**src/rtl/led_btn_if.sv**
```systemverilog
// Button-to-LED-driver bundle: three raw button levels in, three one-cycle
// event pulses plus a busy flag out.
interface led_btn_if;
  logic btn_next;
  logic btn_mode;
  logic btn_cyclic;
  logic next_led_re;
  logic change_mode_re;
  logic btn_cylic_re;
  logic busy;

  // Button side: drives the raw levels, watches the pulses
  modport master (
    output btn_next, btn_mode, btn_cyclic,
    input  next_led_re, change_mode_re, btn_cylic_re, busy
  );

  // Scheduler side: samples the raw levels, drives the pulses
  modport slave (
    input  btn_next, btn_mode, btn_cyclic,
    output next_led_re, change_mode_re, btn_cylic_re, busy
  );
endinterface

```
**src/rtl/led_btn_scheduler.sv**
```systemverilog
// Debounces three bouncing buttons and turns each accepted press into one
// registered pulse for the LED driver. A fixed-priority arbiter serialises
// simultaneous presses (change_mode > btn_cylic > next_led) so none is lost.
// Optional feature macro: LED_BTN_AUTOREPEAT_EN -- a held "next" button
// re-fires every REPEAT_CYCLES cycles after acceptance.

// Per-button lane: 2-flop synchronizer, debounce FSM and optional repeat timer.
// accept is high during the cycle whose closing edge accepts an event.
module led_btn_debounce #(
  parameter int DEBOUNCE_CYCLES = 4,
  parameter int REPEAT_CYCLES   = 16,
  parameter bit REPEAT_EN       = 1'b0
) (
  input  logic clk,
  input  logic sync_reset,
  input  logic btn_raw,
  output logic accept
);
  localparam logic [7:0] DB_LAST = 8'(DEBOUNCE_CYCLES - 1);

  typedef enum logic [1:0] {IDLE, DB_PRESS, HELD, DB_RELEASE} db_state_t;

  db_state_t  state;
  logic [1:0] sync_ff;
  logic [7:0] cnt;
  logic       s;
  logic       press_hit;
  logic       rpt_hit;

  if (DEBOUNCE_CYCLES < 1 || DEBOUNCE_CYCLES > 255 ||
      (REPEAT_EN && (REPEAT_CYCLES < 2 || REPEAT_CYCLES > 65535))) begin : g_param_chk
    $error("led_btn_debounce: parameter out of range");
  end

  assign s = sync_ff[1];

  // Press is accepted on the edge that would bring the count to DEBOUNCE_CYCLES
  always_comb press_hit = (state == DB_PRESS) && s && (cnt == DB_LAST);

  // Synchronizer plus debounce FSM; count restarts on every state change
  always_ff @(posedge clk) begin
    if (sync_reset) begin
      sync_ff <= 2'b00;
      state   <= IDLE;
      cnt     <= 8'd0;
    end else begin
      sync_ff <= {sync_ff[0], btn_raw};
      case (state)
        IDLE: begin
          if (s) begin
            state <= DB_PRESS;
            cnt   <= 8'd0;
          end
        end
        DB_PRESS: begin
          if (!s) begin
            state <= IDLE;
            cnt   <= 8'd0;
          end else if (cnt == DB_LAST) begin
            state <= HELD;
            cnt   <= 8'd0;
          end else begin
            cnt <= cnt + 8'd1;
          end
        end
        HELD: begin
          if (!s) begin
            state <= DB_RELEASE;
            cnt   <= 8'd0;
          end
        end
        DB_RELEASE: begin
          if (s) begin
            state <= HELD;
            cnt   <= 8'd0;
          end else if (cnt == DB_LAST) begin
            state <= IDLE;
            cnt   <= 8'd0;
          end else begin
            cnt <= cnt + 8'd1;
          end
        end
        default: begin
          state <= IDLE;
          cnt   <= 8'd0;
        end
      endcase
    end
  end

`ifdef LED_BTN_AUTOREPEAT_EN
  logic [15:0] rpt_cnt;

  // Counts steady HELD cycles since acceptance (or since bouncing back into HELD)
  always_comb rpt_hit = REPEAT_EN && (state == HELD) && s &&
                        (rpt_cnt == 16'(REPEAT_CYCLES - 1));

  // Repeat timer; held at zero whenever the lane is not sitting in HELD
  always_ff @(posedge clk) begin
    if (sync_reset || !REPEAT_EN || state != HELD || !s)
      rpt_cnt <= 16'd0;
    else if (rpt_hit)
      rpt_cnt <= 16'd0;
    else
      rpt_cnt <= rpt_cnt + 16'd1;
  end
`else
  assign rpt_hit = 1'b0;
`endif

  assign accept = press_hit | rpt_hit;
endmodule

// Top: three debounce lanes feeding pending flags and a one-hot arbiter.
module led_btn_scheduler #(
  parameter int DEBOUNCE_CYCLES = 4,
  parameter int REPEAT_CYCLES   = 16
) (
  input  logic         clk,
  input  logic         sync_reset,
  led_btn_if.slave     bus
);
  // Lane index doubles as priority: higher index wins
  localparam int NUM_BTNS = 3;
  localparam int IDX_NEXT = 0;
  localparam int IDX_CYC  = 1;
  localparam int IDX_MODE = 2;

  logic [NUM_BTNS-1:0] raw;
  logic [NUM_BTNS-1:0] accept;
  logic [NUM_BTNS-1:0] pend;
  logic [NUM_BTNS-1:0] pend_nxt;
  logic [NUM_BTNS-1:0] grant;
  logic [NUM_BTNS-1:0] pulse;
  logic                busy_q;

  assign raw[IDX_NEXT] = bus.btn_next;
  assign raw[IDX_CYC]  = bus.btn_cyclic;
  assign raw[IDX_MODE] = bus.btn_mode;

  // Only the "next" lane is allowed to auto-repeat
  for (genvar g = 0; g < NUM_BTNS; g++) begin : g_lane
    led_btn_debounce #(
      .DEBOUNCE_CYCLES (DEBOUNCE_CYCLES),
      .REPEAT_CYCLES   (REPEAT_CYCLES),
      .REPEAT_EN       (g == IDX_NEXT)
    ) u_db (
      .clk        (clk),
      .sync_reset (sync_reset),
      .btn_raw    (raw[g]),
      .accept     (accept[g])
    );
  end

  // Grant the highest pending flag; a new acceptance merges into its flag.
  // Granting only from registered flags keeps each event one full cycle in
  // pending before its pulse, which gives busy its one-cycle-per-event width.
  always_comb begin
    grant = '0;
    if (pend[IDX_MODE])      grant[IDX_MODE] = 1'b1;
    else if (pend[IDX_CYC])  grant[IDX_CYC]  = 1'b1;
    else if (pend[IDX_NEXT]) grant[IDX_NEXT] = 1'b1;
    pend_nxt = (pend & ~grant) | accept;
  end

  // Pending flags and registered outputs
  always_ff @(posedge clk) begin
    if (sync_reset) begin
      pend   <= '0;
      pulse  <= '0;
      busy_q <= 1'b0;
    end else begin
      pend   <= pend_nxt;
      pulse  <= grant;
      busy_q <= |pend_nxt;
    end
  end

  assign bus.next_led_re    = pulse[IDX_NEXT];
  assign bus.btn_cylic_re   = pulse[IDX_CYC];
  assign bus.change_mode_re = pulse[IDX_MODE];
  assign bus.busy           = busy_q;
endmodule
```
**src/flat_wrapper.sv**
```systemverilog
// flat-port wrapper written by rule: the top's interface ports become plain ports
module led_btn_scheduler_flat 
#(
  parameter int DEBOUNCE_CYCLES = 4,
  parameter int REPEAT_CYCLES   = 16
)
  (clk, sync_reset, bus_btn_next, bus_btn_mode, bus_btn_cyclic, bus_next_led_re, bus_change_mode_re, bus_btn_cylic_re, bus_busy);
  led_btn_if bus_i ();
  input  logic clk;
  input  logic sync_reset;
  input wire logic [$bits(bus_i.btn_next)-1:0] bus_btn_next;
  input wire logic [$bits(bus_i.btn_mode)-1:0] bus_btn_mode;
  input wire logic [$bits(bus_i.btn_cyclic)-1:0] bus_btn_cyclic;
  output wire logic [$bits(bus_i.next_led_re)-1:0] bus_next_led_re;
  output wire logic [$bits(bus_i.change_mode_re)-1:0] bus_change_mode_re;
  output wire logic [$bits(bus_i.btn_cylic_re)-1:0] bus_btn_cylic_re;
  output wire logic [$bits(bus_i.busy)-1:0] bus_busy;
  assign bus_i.btn_next = bus_btn_next;
  assign bus_i.btn_mode = bus_btn_mode;
  assign bus_i.btn_cyclic = bus_btn_cyclic;
  assign bus_next_led_re = bus_i.next_led_re;
  assign bus_change_mode_re = bus_i.change_mode_re;
  assign bus_btn_cylic_re = bus_i.btn_cylic_re;
  assign bus_busy = bus_i.busy;
  led_btn_scheduler #(.DEBOUNCE_CYCLES(DEBOUNCE_CYCLES), .REPEAT_CYCLES(REPEAT_CYCLES)) u_core (.clk(clk), .sync_reset(sync_reset), .bus(bus_i));
endmodule
```
**config.mk**
```make
export PLATFORM = sky130hd
export DESIGN_NAME = led_btn_scheduler_flat
export DESIGN_NICKNAME = d
export VERILOG_FILES = /design/src/rtl/led_btn_if.sv /design/src/rtl/led_btn_scheduler.sv /design/src/flat_wrapper.sv
export SDC_FILE = /design/constraint.sdc
export NUM_CORES = 1
export LEC_CHECK = 0
export CORE_ASPECT_RATIO = 0.8
export CORE_MARGIN = 5
export CORE_UTILIZATION = 36
export CTS_CLUSTER_SIZE = 28
export DETAILED_ROUTE_END_ITERATION = 8
export PLACE_DENSITY = 0.58
export SYNTH_ARGS = -nofsm -noshare
export SYNTH_HDL_FRONTEND = slang
export SYNTH_SLANG_ARGS = --single-unit
```
**constraint.sdc**
```tcl
create_clock -name clk -period 1.85 [get_ports clk]
set_clock_uncertainty 0.1 [all_clocks]
set_input_delay 0.37 -clock clk [delete_from_list [all_inputs] [get_ports clk]]
set_output_delay 0.37 -clock clk [all_outputs]
set_load 0.02 [all_outputs]
```
==> qor.txt <==
Outcome - complete, no violations
CTS tree - built
Layout Nets - 243
Post-Syn Area - 2012 um2
TritonRoute pass-1 iters - 4
Via-per-instance ratio - 4.907
H-tree levels - 2
M2 GR Usage - 13.42%
DRC Markers - 0
Max Cap Violations - 0
Tcrit/Tclk final - 92.95%
Largest family of logic cells by synthesized area - simple AND/OR/NAND/NOR gates
Slowest stage delay, CP - 350 ps
P&R area growth vs syn - 18.10%
Grt ovf - 0
Flop pwr share - 56.1%
# setup viols final - 0
Relative slew slack - 67.15%
Chip width - 93.58 um
Met1 usage - 18.36%
Clk sinks - 43
RSZ-0062 raised after global routing - no
Largest net degree at the start of global routing - 14
GPL Wtd Cong - 0.7765
Vias - 1,531
Inserted Diodes - 0
Async S/R FF share, synth - 0%
Drt initial violations - 83
Initial antenna violation count - 0
Filler cell count - 545
Met3 Use GR - 2.935%
Actual slew at the worst max-slew pin - 489.3 ps
WL/cell - 12.06 um
CP cell instances - ha_1, nor4b_4, and3_1, a31o_1, or3_1
Worst Setup Start Kind - flip-flop
Root buf cell - clkbuf_8
Worst Hold Class - flip-flop to flip-flop
Final ANT Viol Nets - 0
Final hold violations - 0
Top FF cell, synth - dfxtp_1
Post-synthesis simple-gate area fraction - 27.24%
NetSw - 369.4 uW
Max Freq - 0.5816 GHz
Critical Path AT - 1810 ps
Initial core utilization - 37.02%
Synthesized area per cell - 9.626 um2
Total CTS buffers - 5
Post-CTS Setup Repair Bufs - 0
Post-synthesis xor/xnor area fraction - 4.353%
Syn_nets - 219
Post_cts resized - 0
Cell area after placement - 2272 um2
Delay-heaviest family, CP - simple AND/OR/NAND/NOR gates
Mux contribution to synthesized area - 3.483%
Cell Rows - 24
Sw Share - 22.04%
Die Span Y - 76.87 um
DRT Wirelength - 3763 um
GRT Total Usage - 11.58%
Logic pwr share - 4.4%
Detailed-placement wirelength estimate - 2794 um
Maximum VDD drop - 322.7 uV
Worst Setup End Kind - flip-flop
Post-Syn Instances - 209
I/O pin cnt - 9
Port bufs - 8
Pwr dens - 705.4 nW/um2
Clock power frac - 39.4%
Share of the yosys chip area belonging to registers - 42.79%
Crit path time final - 1719 ps
Busiest grt layer - met1
WP data required - 1940 ps
Post-CTS Hold Buffers - 0
Clock Tree Buf Depth - 2
Critical path peak fanout - 5
Lkg Pwr - 0.8481 nW
CP max-delay cell - dfxtp_1
Number of synthesized flops with an enable pin - 0
Post-Synth Adder-Cell Area - 3.109%
YS warnings - 0
Setup CP Type - flip-flop to flip-flop
Fin area - 2376 um2
Core Area - 5435 um2
Die ar. - 7193 um2
First-pass GRT wire length - 6617 um
Final Max Tran Viols - 0
Final core utilization - 43.72%
Compound-cell area share of the yosys netlist - 16.23%
P_int - 1.307 mW
Unique masters post-synth - 39
Share of cells above drive strength 1 - 16.67%
Skew-Pair Late Insertion Delay - 300 ps
Vias in the first global route - 1,377
Clock Pin Slew Worst Setup and Hold Paths - 80 ps
Critical path buffers and inverters - 0
#FFs+latches synth - 43
cell type report:
| class | count | area (um2) | area share [%] |
|---|---|---|---|
| Clock buffer | 7 | 96.34 | 4.055 |
| Sequential cell | 43 | 860.8 | 36.23 |
| Timing Repair Buffer | 24 | 200.2 | 8.425 |
| Tap cell | 78 | 97.59 | 4.107 |
| Multi-Input combinational cell | 154 | 1095 | 46.08 |
| Inverter | 5 | 18.77 | 0.7899 |
| Clock inverter | 1 | 7.507 | 0.3160 |
layout by cell type, fill, tap and decap left out, types with 3 or more instances in the layout:
cell              n
buf_4            16
nor2_1           14
a31oi_1          12
clkdlybuf4s50_1   8
clkbuf_8          7
ha_1              5
nor3b_1           3
mux2i_1           7
or3_1             5
and3_1            4
xnor2_1           6
xor2_1            4
o21ai_1           4
nand3b_1          4
nand2b_1          5
a21oi_1           8
a211oi_2          5
nand3_1          13
inv_1             5
nor2b_1           7
dfxtp_1          43
nor3_1            8
nand2_1          16
final timing paths:
| path | start | endpoint | slack, ps | depth (start not counted) |
|---|---|---|---|---|
| max reg2reg | u_core.g_lane[0].u_db.cnt[1] | u_core.bus.busy | 130 | 5 |
| min | u_core.g_lane[0].u_db.sync_ff[0] | u_core.g_lane[0].u_db.sync_ff[1] | 350 | 1 |
| max | u_core.g_lane[0].u_db.cnt[1] | u_core.bus.busy | 130 | 5 |
| min reg2reg | u_core.g_lane[0].u_db.sync_ff[0] | u_core.g_lane[0].u_db.sync_ff[1] | 350 | 1 |
metal layers:
layer  part of all wire, %  routed length, um
met5                     0                  0
met4                   2.4                 92
met3                   3.3                124
met2                    35               1320
met1                    59               2226
per-stage QoR:
stage	setup TNS [ps]	instances	hold slack [ps]	setup WS, ps	power (mW)
3_5_place_dp	-763.3	304	328.8	-91.44	1.037
3_3_place_gp	-359.0	304	319.4	-61.70	1.037
4_1_cts	0	312	347.8	116.5	1.708
5_1_grt	0	312	363.8	0.6686	1.754
6_report	0	312	347.2	130.5	1.676
2_1_floorplan	0	209	313.8	211.2	1.006
cells in the mapped netlist (3+ instances only):
master,n,area [um2]
nor2b_1,7,43.79
nor3b_1,3,22.52
ha_1,5,62.56
a211oi_2,5,62.56
nand2b_1,5,31.28
a31oi_1,12,75.07
a21oi_1,8,40.04
nand2_1,16,60.06
nand3b_1,4,30.03
nand3_1,13,65.06
buf_2,3,15.01
xnor2_1,6,52.55
nor3_1,8,40.04
o21ai_1,4,20.02
inv_1,5,18.77
clkbuf_1,3,11.26
or3_1,5,31.28
xor2_1,4,35.03
and3_1,4,25.02
nor2_1,14,52.55
mux2i_1,7,70.07
dfxtp_1,43,860.8
logic make-up after synthesis:
logic type,count (synthesis)
simple gates,90
flops,43
compound gates,42
buf+inv,12
xor+xnor,10
mux,7
fa+ha+maj,5
power by group through the flow:
stage	clock, mW	combinational, mW	sequential [mW]
final	0.661	0.0740	0.941
after global routing	0.728	0.0823	0.943
after floorplan	0	0.0446	0.961
after CTS	0.692	0.0743	0.941
after detailed placement	0	0.0743	0.963
after global placement	0	0.0737	0.963
sequential cells by signal (all words and copies together) (netlist names), named ones only:
register / flops
u_core.g_lane.u_db.cnt: 24
u_core.g_lane.u_db.sync_ff: 6
u_core.g_lane.u_db.state: 3
u_core.pend: 3
u_core.pulse: 3
u_core.bus.busy: 1
worst reg2reg max path: stages, from the launching register on:
cell and delay, ps:
dfxtp_1 350, ha_1 220, nor4b_4 150, and3_1 210, a31o_1 230, or3_1 340
No activity file was read; power rests on OpenSTA's default activity.
==> RTL change (config.mk and constraints unchanged) <==
Add a define of `LED_BTN_AUTOREPEAT_EN`.
--- a/src/rtl/led_btn_scheduler.sv
+++ b/src/rtl/led_btn_scheduler.sv
@@ -6,6 +6,8 @@
 
 // Per-button lane: 2-flop synchronizer, debounce FSM and optional repeat timer.
 // accept is high during the cycle whose closing edge accepts an event.
+`define LED_BTN_AUTOREPEAT_EN
+
 module led_btn_debounce #(
   parameter int DEBOUNCE_CYCLES = 4,
   parameter int REPEAT_CYCLES   = 16,
Formal check against the unedited RTL: no difference found for any inputs over 10 cycles, from zero or initial values and one cycle with sync_reset high; that may be too few to reach the edited logic, so the function may still have changed.
==> RTL change against the original RTL <==
- routed wire length increased by 41%
- synthesized area up 30%
- critical path depth down 1
- core utilization rose by 3.7 points
- hold slack got worse by 0.0039 ns
- setup slack got worse by 0.063 ns
- final area rose by 39%
- critical endpoint is now u_core.g_lane[0].u_db.cnt[7]
- clock power rose by 79%
- power rose by 53%
- critical path type unchanged
- largest cell class unchanged
- sequential cell count rose by 16
==> RTL change: results (changes against the original RTL) <==
synth:
  synth_area_leaders: "dfxtp_1, xnor2_1, nor2_1"
  synth_commonest_cells: "dfxtp_1, nor2_1, xnor2_1"
  seq_area_frac_synth: 0.453  # +0.0251
  synth_nets: 297  # +36%
  async_flop_share: 0  # unchanged
  synth_cell_types: 44  # +13%
  ys_warn_count: 0  # unchanged
  syn_inst: 285  # +36%
clock_network:
  clockRootBuffer: "clkbuf_8"
  cts_buffer_depth: 2  # unchanged
  h-tree-depth: 3  # +1
  clkLatencyLatePin_ns: 0.34  # +0.04 ns
  cts_made_buffers: 9  # +4
  path_clk_slew_ns: 0.07
route:
  drt-pass1-iter-count: 4  # unchanged
  drt_iter0_markers: 57  # -31%
  routed_wl_mm: 5.29  # +41%
  via_per_inst: 5.10  # +3.9%
worst_setup_path:
  r2r-start: "u_core.g_lane[0].u_db.cnt[5]"
  r2r_cells: 4  # -1
  r2r_slack_ns: 0.07  # -0.06 ns
  worstPathMaxFanout: 12  # +7
  rr_endpoint: "u_core.g_lane[0].u_db.cnt[7]"
place:
  dp_hpwl_mm: 3.55  # +27%
  gp_routability_congestion: 0.806  # +3.8%
  numPlacedInstances: 405  # +33%
  port_buffers: 8  # unchanged
min_path:
  min_to: "u_core.g_lane[0].u_db.sync_ff[1]"
  hold_path.class: "reg2reg"
  whs_path_depth: 1  # unchanged
  min-delay-start: "u_core.g_lane[0].u_db.sync_ff[0]"
power:
  p_leak_nw: 1.17  # +38%
  ir_drop_uv: 443  # +37%
timing:
  worst_pin_slew_ns: 0.514  # +0.0245 ns
layout:
  largest_register_ffs: 24  # unchanged
  drive_gt1_frac: 0.188  # +0.0208
  top_regs: "u_core.g_lane.u_db.cnt: 24 flops, u_core.g_lane.u_db.rpt_cnt: 16 flops, u_core.g_lane.u_db.sync_ff: 6 flops"
  nets: 343  # +41%
  finalNonFillerCells: 423  # +36%
  n_fill_cell: 659  # +21%
  antennaDiodeCount: 0  # unchanged
grt:
  grt_antenna_before_repair: 0  # unchanged
  grtUsageTotal: 0.125  # +0.00907
  grt_max_degree: 17  # +3
  grt_pass1_vias: 1997  # +45%
  grt_pass1_wl_mm: 9.05  # +37%
run_status:
  status: "completed"
run:
  max_cap_viol_count: 0  # unchanged
## RTL change: worst max path at each step
stage                                 startpoint                                 to  slack [ns]  depth (start not counted)
2_1_floorplan  u_core.g_lane[0].u_db.rpt_cnt[13]  u_core.g_lane[0].u_db.rpt_cnt[15]         0.1                          6
3_3_place_gp                          sync_reset       u_core.g_lane[1].u_db.cnt[3]       -0.07                          5
3_5_place_dp                          sync_reset   u_core.g_lane[0].u_db.rpt_cnt[7]        -0.1                          4
4_1_cts        u_core.g_lane[0].u_db.rpt_cnt[13]   u_core.g_lane[0].u_db.rpt_cnt[3]        0.04                          5
5_1_grt             u_core.g_lane[0].u_db.cnt[5]                    u_core.bus.busy      -0.008                          4
6_report            u_core.g_lane[0].u_db.cnt[5]       u_core.g_lane[0].u_db.cnt[7]        0.07                          4
## RTL change: cell families (layout without fill, tap and decap cells)
logic type | count (synthesis) | in the layout | share of synthesized area
xor+xnor | 19 | 19 | 0.0638
fa+ha+maj | 7 | 7 | 0.0336
compound gates | 54 | 54 | 0.151
mux | 4 | 4 | 0.0154
flops | 59 | 59 | 0.453
simple gates | 124 | 124 | 0.247
buf+inv | 18 | 69 | 0.0365
## RTL change: worst max-delay path: stages, from the launching register on
cell	delay, ns
dfxtp_1	0.32
or4_4	0.57
o311a_4	0.40
a41oi_2	0.19
a311oi_1	0.07
## RTL change: where the power goes
group / switching, mW / total [mW] / internal (mW)
clock: 0.523 / 1.18 / 0.657
sequential: 0.00732 / 1.29 / 1.28
combinational: 0.0562 / 0.0935 / 0.0373
## RTL change: routing by layer
metal	global-route usage	vias to the layer above	part of all wire
li1	-	1137	-
met1	0.167	988	0.53
met2	0.178	23	0.41
met3	0.0497	9	0.039
met4	0.0534	0	0.019
met5	0	-	0
## RTL change: layout make-up
type,count,area (µm²),share of cell area
multi-input combinational,208,1420,0.430
sequential,59,1180,0.358
timing repair buffer,44,354,0.107
clock buffer,10,138,0.0417
tap,87,109,0.0330
clock inverter,6,65.1,0.0197
inverter,9,33.8,0.0102
## RTL change: metrics by stage
stage                     hold slack, ns  cell area, µm²  setup WS [ns]  utilization
final                              0.343            3300         0.0680        0.474
after global placement             0.321            2990        -0.0719        0.430
after global routing               0.379            3300       -0.00779        0.474
after detailed placement           0.326            2990        -0.0975        0.430
after CTS                          0.342            3220         0.0362        0.462
after floorplan                    0.314            2610         0.0957            -
## RTL change: timing repair
action	4_1_cts	5_1_grt
cloned	0	1
pin swaps	0	4
endpoints found under the setup margin	19	24
setup buffers	0	1
resized for setup	4	11
